[config.mk]
export PLATFORM = sky130hd
export DESIGN_NAME = falu_issue_ctrl
export DESIGN_NICKNAME = d
export VERILOG_FILES = /design/src/rtl/falu_issue_ctrl.sv
export SDC_FILE = /design/constraint.sdc
export NUM_CORES = 1
export LEC_CHECK = 0
export BUFFER_PORTS_ARGS = -buffer_cell sky130_fd_sc_hd__buf_4
export CORE_ASPECT_RATIO = 1.2
export CORE_UTILIZATION = 50
export CTS_CLUSTER_SIZE = 10
export DETAILED_ROUTE_END_ITERATION = 6
export PLACE_DENSITY = 0.85
export SLEW_MARGIN = 20
export SYNTH_ARGS = -nofsm -noshare
export SYNTH_HDL_FRONTEND = slang
export SYNTH_SLANG_ARGS = --single-unit
[constraint.sdc]
create_clock -name CLK -period 3 [get_ports CLK]
set_input_delay 0.45 -clock CLK [delete_from_list [all_inputs] [get_ports CLK]]
set_output_delay 0.45 -clock CLK [all_outputs]
set_load 0.005 [all_outputs]
[src/rtl/falu_issue_ctrl.sv]
// Issue/retire controller for the single-precision FALU: decodes RV32F ops, holds
// operands for a per-op multicycle window, captures the result and keeps sticky flags.
module falu_issue_ctrl #(
    parameter int LAT_ADDSUB = 2,
    parameter int LAT_MUL    = 3,
    parameter int LAT_DIV    = 6,
    parameter int LAT_CMP    = 1
) (
    input  logic        CLK,
    input  logic        RESET,
    input  logic        req_valid,
    output logic        req_ready,
    input  logic [6:0]  req_funct7,
    input  logic [2:0]  req_funct3,
    input  logic [4:0]  req_rd,
    input  logic [31:0] req_a,
    input  logic [31:0] req_b,
    input  logic        flush,
    output logic [31:0] falu_a,
    output logic [31:0] falu_b,
    output logic [3:0]  falu_op,
    input  logic [31:0] falu_result,
    input  logic        falu_exception,
    input  logic        falu_overflow,
    input  logic        falu_underflow,
    output logic        rsp_valid,
    input  logic        rsp_ready,
    output logic [4:0]  rsp_rd,
    output logic [31:0] rsp_data,
    output logic [2:0]  rsp_flags,
    output logic [2:0]  fflags,
    input  logic        fflags_clr,
    output logic        illegal,
    output logic        busy
);

    typedef enum logic [1:0] {IDLE, EXEC, DONE} state_t;

    state_t      state, state_next;
    logic [3:0]  op_q;
    logic [31:0] a_q, b_q;
    logic [4:0]  rd_q;
    logic [7:0]  cnt;
    logic [3:0]  dec_op;
    logic        dec_legal;
    logic        accept, capture;
    logic [2:0]  flags_new;

    function automatic logic [7:0] lat_load(input logic [3:0] op);
        case (op)
            4'd0, 4'd1: lat_load = 8'(LAT_ADDSUB - 1);
            4'd2:       lat_load = 8'(LAT_MUL - 1);
            4'd3:       lat_load = 8'(LAT_DIV - 1);
            default:    lat_load = 8'(LAT_CMP - 1);
        endcase
    endfunction

    always_comb begin
        dec_op    = 4'hF;
        dec_legal = 1'b0;
        case (req_funct7)
            7'b0000000: begin dec_op = 4'd0; dec_legal = 1'b1; end
            7'b0000100: begin dec_op = 4'd1; dec_legal = 1'b1; end
            7'b0001000: begin dec_op = 4'd2; dec_legal = 1'b1; end
            7'b0001100: begin dec_op = 4'd3; dec_legal = 1'b1; end
            7'b1010000: begin
                case (req_funct3)
                    3'b000:  begin dec_op = 4'd4; dec_legal = 1'b1; end
                    3'b001:  begin dec_op = 4'd5; dec_legal = 1'b1; end
                    3'b010:  begin dec_op = 4'd6; dec_legal = 1'b1; end
                    default: begin dec_op = 4'hF; dec_legal = 1'b0; end
                endcase
            end
            default: begin dec_op = 4'hF; dec_legal = 1'b0; end
        endcase
    end

    // Flush overrides both a new acceptance and a pending capture.
    assign accept    = (state == IDLE) && req_valid && dec_legal && !flush;
    assign capture   = (state == EXEC) && (cnt == 8'd0) && !flush;
    assign flags_new = {falu_exception, falu_overflow, falu_underflow};

    always_comb begin
        state_next = state;
        case (state)
            IDLE:    if (accept) state_next = EXEC;
            EXEC:    if (cnt == 8'd0) state_next = DONE;
            DONE:    if (rsp_ready) state_next = IDLE;
            default: state_next = IDLE;
        endcase
        if (flush) state_next = IDLE;
    end

    always_comb begin
        req_ready = (state == IDLE);
        rsp_valid = (state == DONE);
        busy      = (state != IDLE);
        falu_op   = 4'hF;
        falu_a    = 32'd0;
        falu_b    = 32'd0;
        if (state == EXEC) begin
            falu_op = op_q;
            falu_a  = a_q;
            falu_b  = b_q;
        end
    end

    always_ff @(posedge CLK) begin
        if (RESET) begin
            state     <= IDLE;
            op_q      <= 4'hF;
            a_q       <= 32'd0;
            b_q       <= 32'd0;
            rd_q      <= 5'd0;
            cnt       <= 8'd0;
            rsp_data  <= 32'd0;
            rsp_rd    <= 5'd0;
            rsp_flags <= 3'd0;
            fflags    <= 3'd0;
            illegal   <= 1'b0;
        end else begin
            state   <= state_next;
            illegal <= (state == IDLE) && req_valid && !dec_legal && !flush;
            if (accept) begin
                op_q <= dec_op;
                a_q  <= req_a;
                b_q  <= req_b;
                rd_q <= req_rd;
                cnt  <= lat_load(dec_op);
            end else if ((state == EXEC) && !flush && (cnt != 8'd0)) begin
                cnt <= cnt - 8'd1;
            end
            // Compare ops return only the predicate bit in bit 0.
            if (capture) begin
                rsp_data  <= (op_q >= 4'd4) ? {31'd0, falu_result[0]} : falu_result;
                rsp_rd    <= rd_q;
                rsp_flags <= flags_new;
            end
            if (!flush) begin
                if (capture)
                    fflags <= (fflags_clr ? 3'd0 : fflags) | flags_new;
                else if (fflags_clr)
                    fflags <= 3'd0;
            end
        end
    end

endmodule

== Word-level counts from Yosys, hierarchy flattened ==
Index checks and enable logic that the tools add are counted.

* Output and inout bits: 115
* Input port bits: 120
* Flip-flop bits (word level): 127

* Order comparisons: 1
* Eq/ne operators: 14
* Add/sub/neg operators: 1
* Reduce and logical (&&, ||, !) cells: 24
* Muxes and demuxes: 17
* Bitwise gates (word level): 1

{| class="wikitable"
|+ Operators with widths
! operator !! count
|-
| $mux W32 || 3
|-
| $pmux W4 S5 || 1
|-
| $mux W8 || 2
|-
| $eq A7 B4 Y1 const B || 2
|-
| $pmux W4 S3 || 1
|-
| $logic_and A1 B1 Y1 || 9
|-
| $pmux W3 S3 || 1
|-
| $eq A4 B2 Y1 const B || 2
|-
| $logic_not A8 Y1 || 1
|-
| $reduce_bool A8 Y1 || 1
|-
| $sub A8 B1 Y8 const B || 1
|-
| $eq A7 B3 Y1 const B || 1
|-
| $eq A7 B7 Y1 const B || 1
|-
| $logic_not A7 Y1 || 1
|-
| $mux W2 || 3
|-
| $mux W3 || 2
|-
| $ne A2 B1 Y1 const B || 3
|-
| $pmux W2 S3 || 1
|-
| $eq A4 B1 Y1 const B || 1
|-
| $ge A4 B3 Y1 const B || 1
|-
| $logic_not A4 Y1 || 1
|-
| $mux W4 || 1
|-
| $reduce_bool A2 Y1 || 2
|-
| $reduce_or A2 Y1 || 2
|-
| 13 further kinds || 14
|}

== Logic depth before layout (Yosys ltp) ==
* Depth in word-level cells: 8
* Mapped depth: 9
* Gate-level depth less buffers: 7

== Least setup slack after synthesis ==
OpenSTA, ideal clock, no wires.

* Path type: input -> register
* Start: input req_funct7[2]
* End: register a_q[31]
* Cell stages on the path: 7
* Data arrival time: 1890 ps
* Slack: 978 ps
* Data required time: 2868 ps
* Library setup time: 132 ps
* Buffers on the path: 2
* Path through: or4_4 nor4_4 a21oi_1 buf_2 buf_2 nand2_1 a21oi_1

* Cells in the longest elaborated chain, start to end: 5
* Elaborated cells between the ends (all ways): 9
* Classes of those cells: eq/ne (4); mux (1); reduce/logical (4)

{| class="wikitable"
|+ Ends and longest elaborated chain
! what !! line !! source
|-
| from (decl) || 13 || <nowiki>input logic [6:0] req_funct7,</nowiki>
|-
| $eq A7 B4 Y1, or another cell as far along || 61 || <nowiki>case (req_funct7)</nowiki>
|-
| $reduce_or A4 Y1 (no source line) || n/a ||
|-
| $pmux W1 S2 * || 61 ||
|-
| $logic_and A1 B1 Y1 * (2 in series) || 79 || <nowiki>assign accept = (state == IDLE) && req_valid && dec_legal && !flush;</nowiki>
|-
| to (signal assigned) || 126 || <nowiki>a_q <= req_a;</nowiki>
|-
| to (decl) || 41 || <nowiki>logic [31:0] a_q, b_q;</nowiki>
|}

Mark *: on every way between the ends. The rest lies on a longest branch, timed or not.
A chain may end at the register's enable or synchronous reset.

== Final worst setup path ==
* Start: register state[0]
* End: output falu_a[31]

* Cells in the longest elaborated chain, start to end: 2

{| class="wikitable"
|+ Ends and longest elaborated chain
! what !! line !! source
|-
| from (decl) || 39 || <nowiki>state_t state, state_next;</nowiki>
|-
| from (signal assigned) || 122 || <nowiki>state <= state_next;</nowiki>
|-
| $eq A2 B1 Y1 || 101 || <nowiki>if (state == EXEC) begin</nowiki>
|-
| $mux W32 || 101 ||
|-
| to (decl) || 19 || <nowiki>output logic [31:0] falu_a,</nowiki>
|}

Every way passes these cells.

==> summary.md <==
After floorplanning, the core was divided into 40 placement rows. The worst register-to-register path begins at state[1]. The maximum clock insertion buffer count was 2. The tools report the number of antenna violations at the first check in global routing as 0. Counting the fill cells in the layout gives 749.

The starting utilization of the core area was 0.515; the total power density per cell area was 494 nW/µm². The number of H-tree levels was 4; the Yosys warning count was 0. The number of buffers and inverters on the critical path works out to 2.

The congestion estimate from routability-driven global placement came to 0.803. For the total via count after detailed routing, the log shows 5212. The logs give 0 for the final number of hold-violating endpoints and 0 for the final count of pins violating max slew.

The final critical-path share of the clock period is 0.825, and the upper clock frequency limit is 404 MHz. Setup repair after global routing left no endpoint under its margin. The largest single stage delay on the critical path is 0.50 ns. TritonCTS built the clock tree.

Most frequent cell on the critical path: sky130_fd_sc_hd__buf_4. On the critical path, the stage with the largest delay is an instance of sky130_fd_sc_hd__nor2b_4. Cell count after placement: 980.

The worst setup path is launched from a flip-flop. For the pin with the worst max-slew slack, the measured transition is 0.710 ns. The detail route stage leaves a number of antenna-violating nets equal to 0. The tools report the cell area after layout as 7510 µm². Top flip-flop cell by instance count after synthesis: sky130_fd_sc_hd__dfxtp_1.

The path class of the lowest-slack min-delay path was in2reg. In the final timing run, aggregate negative setup slack is 0 ns. Layout cell share with drive strength beyond 1: 0.324. The kind of cell adding the most delay to the critical path is simple AND/OR/NAND/NOR gates. The tools report the final HPWL from detailed placement as 9890 µm. In the post-synthesis netlist, the biggest area contributors are sky130_fd_sc_hd__dfxtp_1 49%, sky130_fd_sc_hd__nand2_1 14%, sky130_fd_sc_hd__a21oi_1 11%, sky130_fd_sc_hd__and2_1 8.0%, sky130_fd_sc_hd__nand3_1 3.3%. The met2 capacity usage during global routing is 0.465, and the area of the die is 10700 µm². In this run the post-CTS setup repair buffer count came out at 0.

The tools report the clock buffer count from CTS as 17. The combined area of all synthesized cells came out at 5150 µm². After technology mapping, the gate count stands at 660. The share of synthesized registers carrying an async set or reset is 0, and the clock tree skew after final layout is 0.00729 ns. Worst-case reg-to-reg path depth: 7. The antenna diode instance count is 0, and the post-synthesis to final-layout area growth is 45.7%. For this design the static power due to leakage is 3.08 nW.

The reg-to-reg critical path endpoint is b_q[15]. IR analysis of the VDD net gives a maximum drop of 0.000407 V. When the netlist entered floorplanning its net count stood at 781. The run gives 5140 as the number of global-route vias before repair.

Max-cap violations in this run came to 0. The first global-routing pass estimated 22500 µm of wire. The number of port buffers was 234; the sequential area share after synthesis was 0.493. After detailed routing, the number of vias per cell comes to 5.15.

The distinct cell type count of the synthesized netlist came out at 37. The master cell of the clock root buffer was sky130_fd_sc_hd__clkbuf_16. The floorplan die width was 94.7 µm; the die outline height was 113 µm.

The final-layout worst hold slack came out at 0.289 ns. The average wire per standard cell was 13.9 µm. The placeable core region came out at 10000 µm².

The setup slack of the worst register-to-register path is 0.74 ns, and the area share of the leading cell type in the synthesized netlist is 0.493. The run gives 0 as the final count of negative-setup-slack endpoints. In this run the most used layer during global routing was met2.

In this run, synthesis inferred 0 flip-flops with an integrated enable. Overall routed net length: 14000 µm. Data on the critical path is required at its endpoint by 2.55 ns.

Averaged over all synthesized cells, the footprint is 7.81 µm². The post-layout minimum cycle time came out at 2.47 ns. The logs give 224 for the DRC violation total after the first TritonRoute iteration and 0 for the post-cts sizing count. The met1 usage in global routing is 0.283.

For the TritonCTS sink count, the log shows 127. The logs give 235 for the total I/O pin count and 0 for the number of buffers inserted by hold repair at cts. The most critical setup path has its endpoint at falu_a[31]. For the worst setup path, the data arrival time is 2.02 ns. Among all cell types in the netlist, the one instantiated most often is sky130_fd_sc_hd__nand2_1. Nature of the critical path endpoint: a primary output.

The number of DRC violations after detailed routing is 0. Summed over all instances, the cell type with the most area after synthesis is sky130_fd_sc_hd__dfxtp_1. Counting buffers and inverters, the worst setup path is 4 cells deep. The clock slew seen by the registers of the worst setup and hold paths was 0.06 ns. Entering global routing, the biggest net connects 82 pins. The worst relative slew slack was 0.524; the met3 usage in global routing was 0.0954.

Post-synthesis sequential element count: 127. In the synthesized netlist, the cells that appear most often are 196 x sky130_fd_sc_hd__nand2_1, 127 x sky130_fd_sc_hd__dfxtp_1, 116 x sky130_fd_sc_hd__a21oi_1, 66 x sky130_fd_sc_hd__and2_1. Number of nets in the layout: 995.

Tracing the worst setup path back leads to its startpoint at state[0]. Excluding fillers, the count of instances in the completed layout stands at 1013. The placed instances occupy a cell area of 6940 µm². The run gives 0.267 as the total global-route track usage.

The run gives 4 as the first-pass iteration count of the detailed router. The critical path goes through nor2b_4 -> buf_4 -> and2_1 -> buf_4. The utilization of the core after routing is 0.750, and the worst-path maximum fanout is 36. Type of the worst setup path: reg2out. For the worst-skew pair, the clock arrives at the later sink with an insertion delay of 0.41 ns. Summed over all layers, the global routing overflow is 0. The flow ran to the end, and the final reports show no timing, DRC or antenna violations.
layer usage:
metal | wire [µm] | share of wire
met1 | 5430 | 0.39
met2 | 7170 | 0.51
met3 | 1020 | 0.073
met4 | 411 | 0.029
met5 | 0 | 0
state kept, by name, indices dropped and copies added (netlist names):
| name | count |
|---|---|
| a_q | 32 |
| b_q | 32 |
| cnt | 8 |
| fflags | 3 |
| illegal | 1 |
| op_q | 4 |
| rd_q | 5 |
| rsp_data | 32 |
| rsp_flags | 3 |
| rsp_rd | 5 |
| state | 2 |
power by group:
group	switching (mW)	internal (mW)	total (mW)
Clock	0.756	1.07	1.83
Sequential	0.00258	1.69	1.70
Combinational	0.0725	0.113	0.185
Total	0.831	2.87	3.71
worst register-to-register path: cells and delay by family, from the launching register on:
family	cells	cell delay [ns]
and+or+nand+nor	3	1.09
buffers and inverters	2	0.48
DFF	1	0.35
AOI/OAI and AO/OA	2	0.22
layout by cell type (no fill, tap or decap), types with 2 or more instances in the layout:
cell,synthesis,final
sky130_fd_sc_hd__a211o_1,2,2
sky130_fd_sc_hd__a211oi_1,5,5
sky130_fd_sc_hd__a21oi_1,116,115
sky130_fd_sc_hd__and2_1,66,66
sky130_fd_sc_hd__buf_4,0,243
sky130_fd_sc_hd__clkbuf_16,0,17
sky130_fd_sc_hd__clkinv_2,0,5
sky130_fd_sc_hd__clkinv_4,0,3
sky130_fd_sc_hd__clkinvlp_4,0,6
sky130_fd_sc_hd__dfxtp_1,127,127
sky130_fd_sc_hd__inv_1,4,4
sky130_fd_sc_hd__nand2_1,196,196
sky130_fd_sc_hd__nand2b_1,9,9
sky130_fd_sc_hd__nand3_1,34,34
sky130_fd_sc_hd__nor2_1,8,7
sky130_fd_sc_hd__nor3_1,10,10
sky130_fd_sc_hd__o21ai_0,3,3
sky130_fd_sc_hd__or2_2,2,2
sky130_fd_sc_hd__or3_1,3,3
sky130_fd_sc_hd__xnor2_1,2,2
sky130_fd_sc_hd__xor2_1,3,3
logic make-up after synthesis:
kind of cell,share of synthesized area
buffers and inverters,0.0481
AND/OR/NAND/NOR,0.309
flip-flops,0.493
XOR/XNOR,0.00850
adder cells (fa/ha/maj),0.00243
AO/OA/AOI/OAI,0.139
stage by stage:
stage | power, mW | worst slack, ns
floorplan | 1.78 | 0.978
global placement | 1.91 | 0.486
finish | 3.71 | 0.525
detailed placement | 1.92 | 0.408
CTS | 3.73 | 0.480
global route | 3.82 | 0.347
worst min-delay path by stage:
stage / end / slack [ns] / cells after the start / startpoint
after floorplan: a_q[0] / 0.43 / 2 / a_q[0]
after global placement: b_q[28] / 0.43 / 2 / b_q[28]
after detailed placement: a_q[11] / 0.44 / 2 / a_q[11]
after CTS: a_q[26] / 0.28 / 3 / req_a[26]
after global routing: a_q[27] / 0.29 / 3 / req_a[27]
final: a_q[26] / 0.29 / 3 / req_a[26]
cell type report:
| type | instances | area [µm²] | share of cell area |
|---|---|---|---|
| clock buffers | 18 | 439 | 0.0585 |
| well taps | 126 | 158 | 0.0210 |
| clock inverters | 14 | 96.3 | 0.0128 |
| inverters | 4 | 15.0 | 0.00200 |
| multi-input cells | 479 | 2380 | 0.318 |
| flip-flops and latches | 127 | 2540 | 0.339 |
| repair buffers | 245 | 1870 | 0.249 |
No activity file was read; power rests on OpenSTA's default activity.
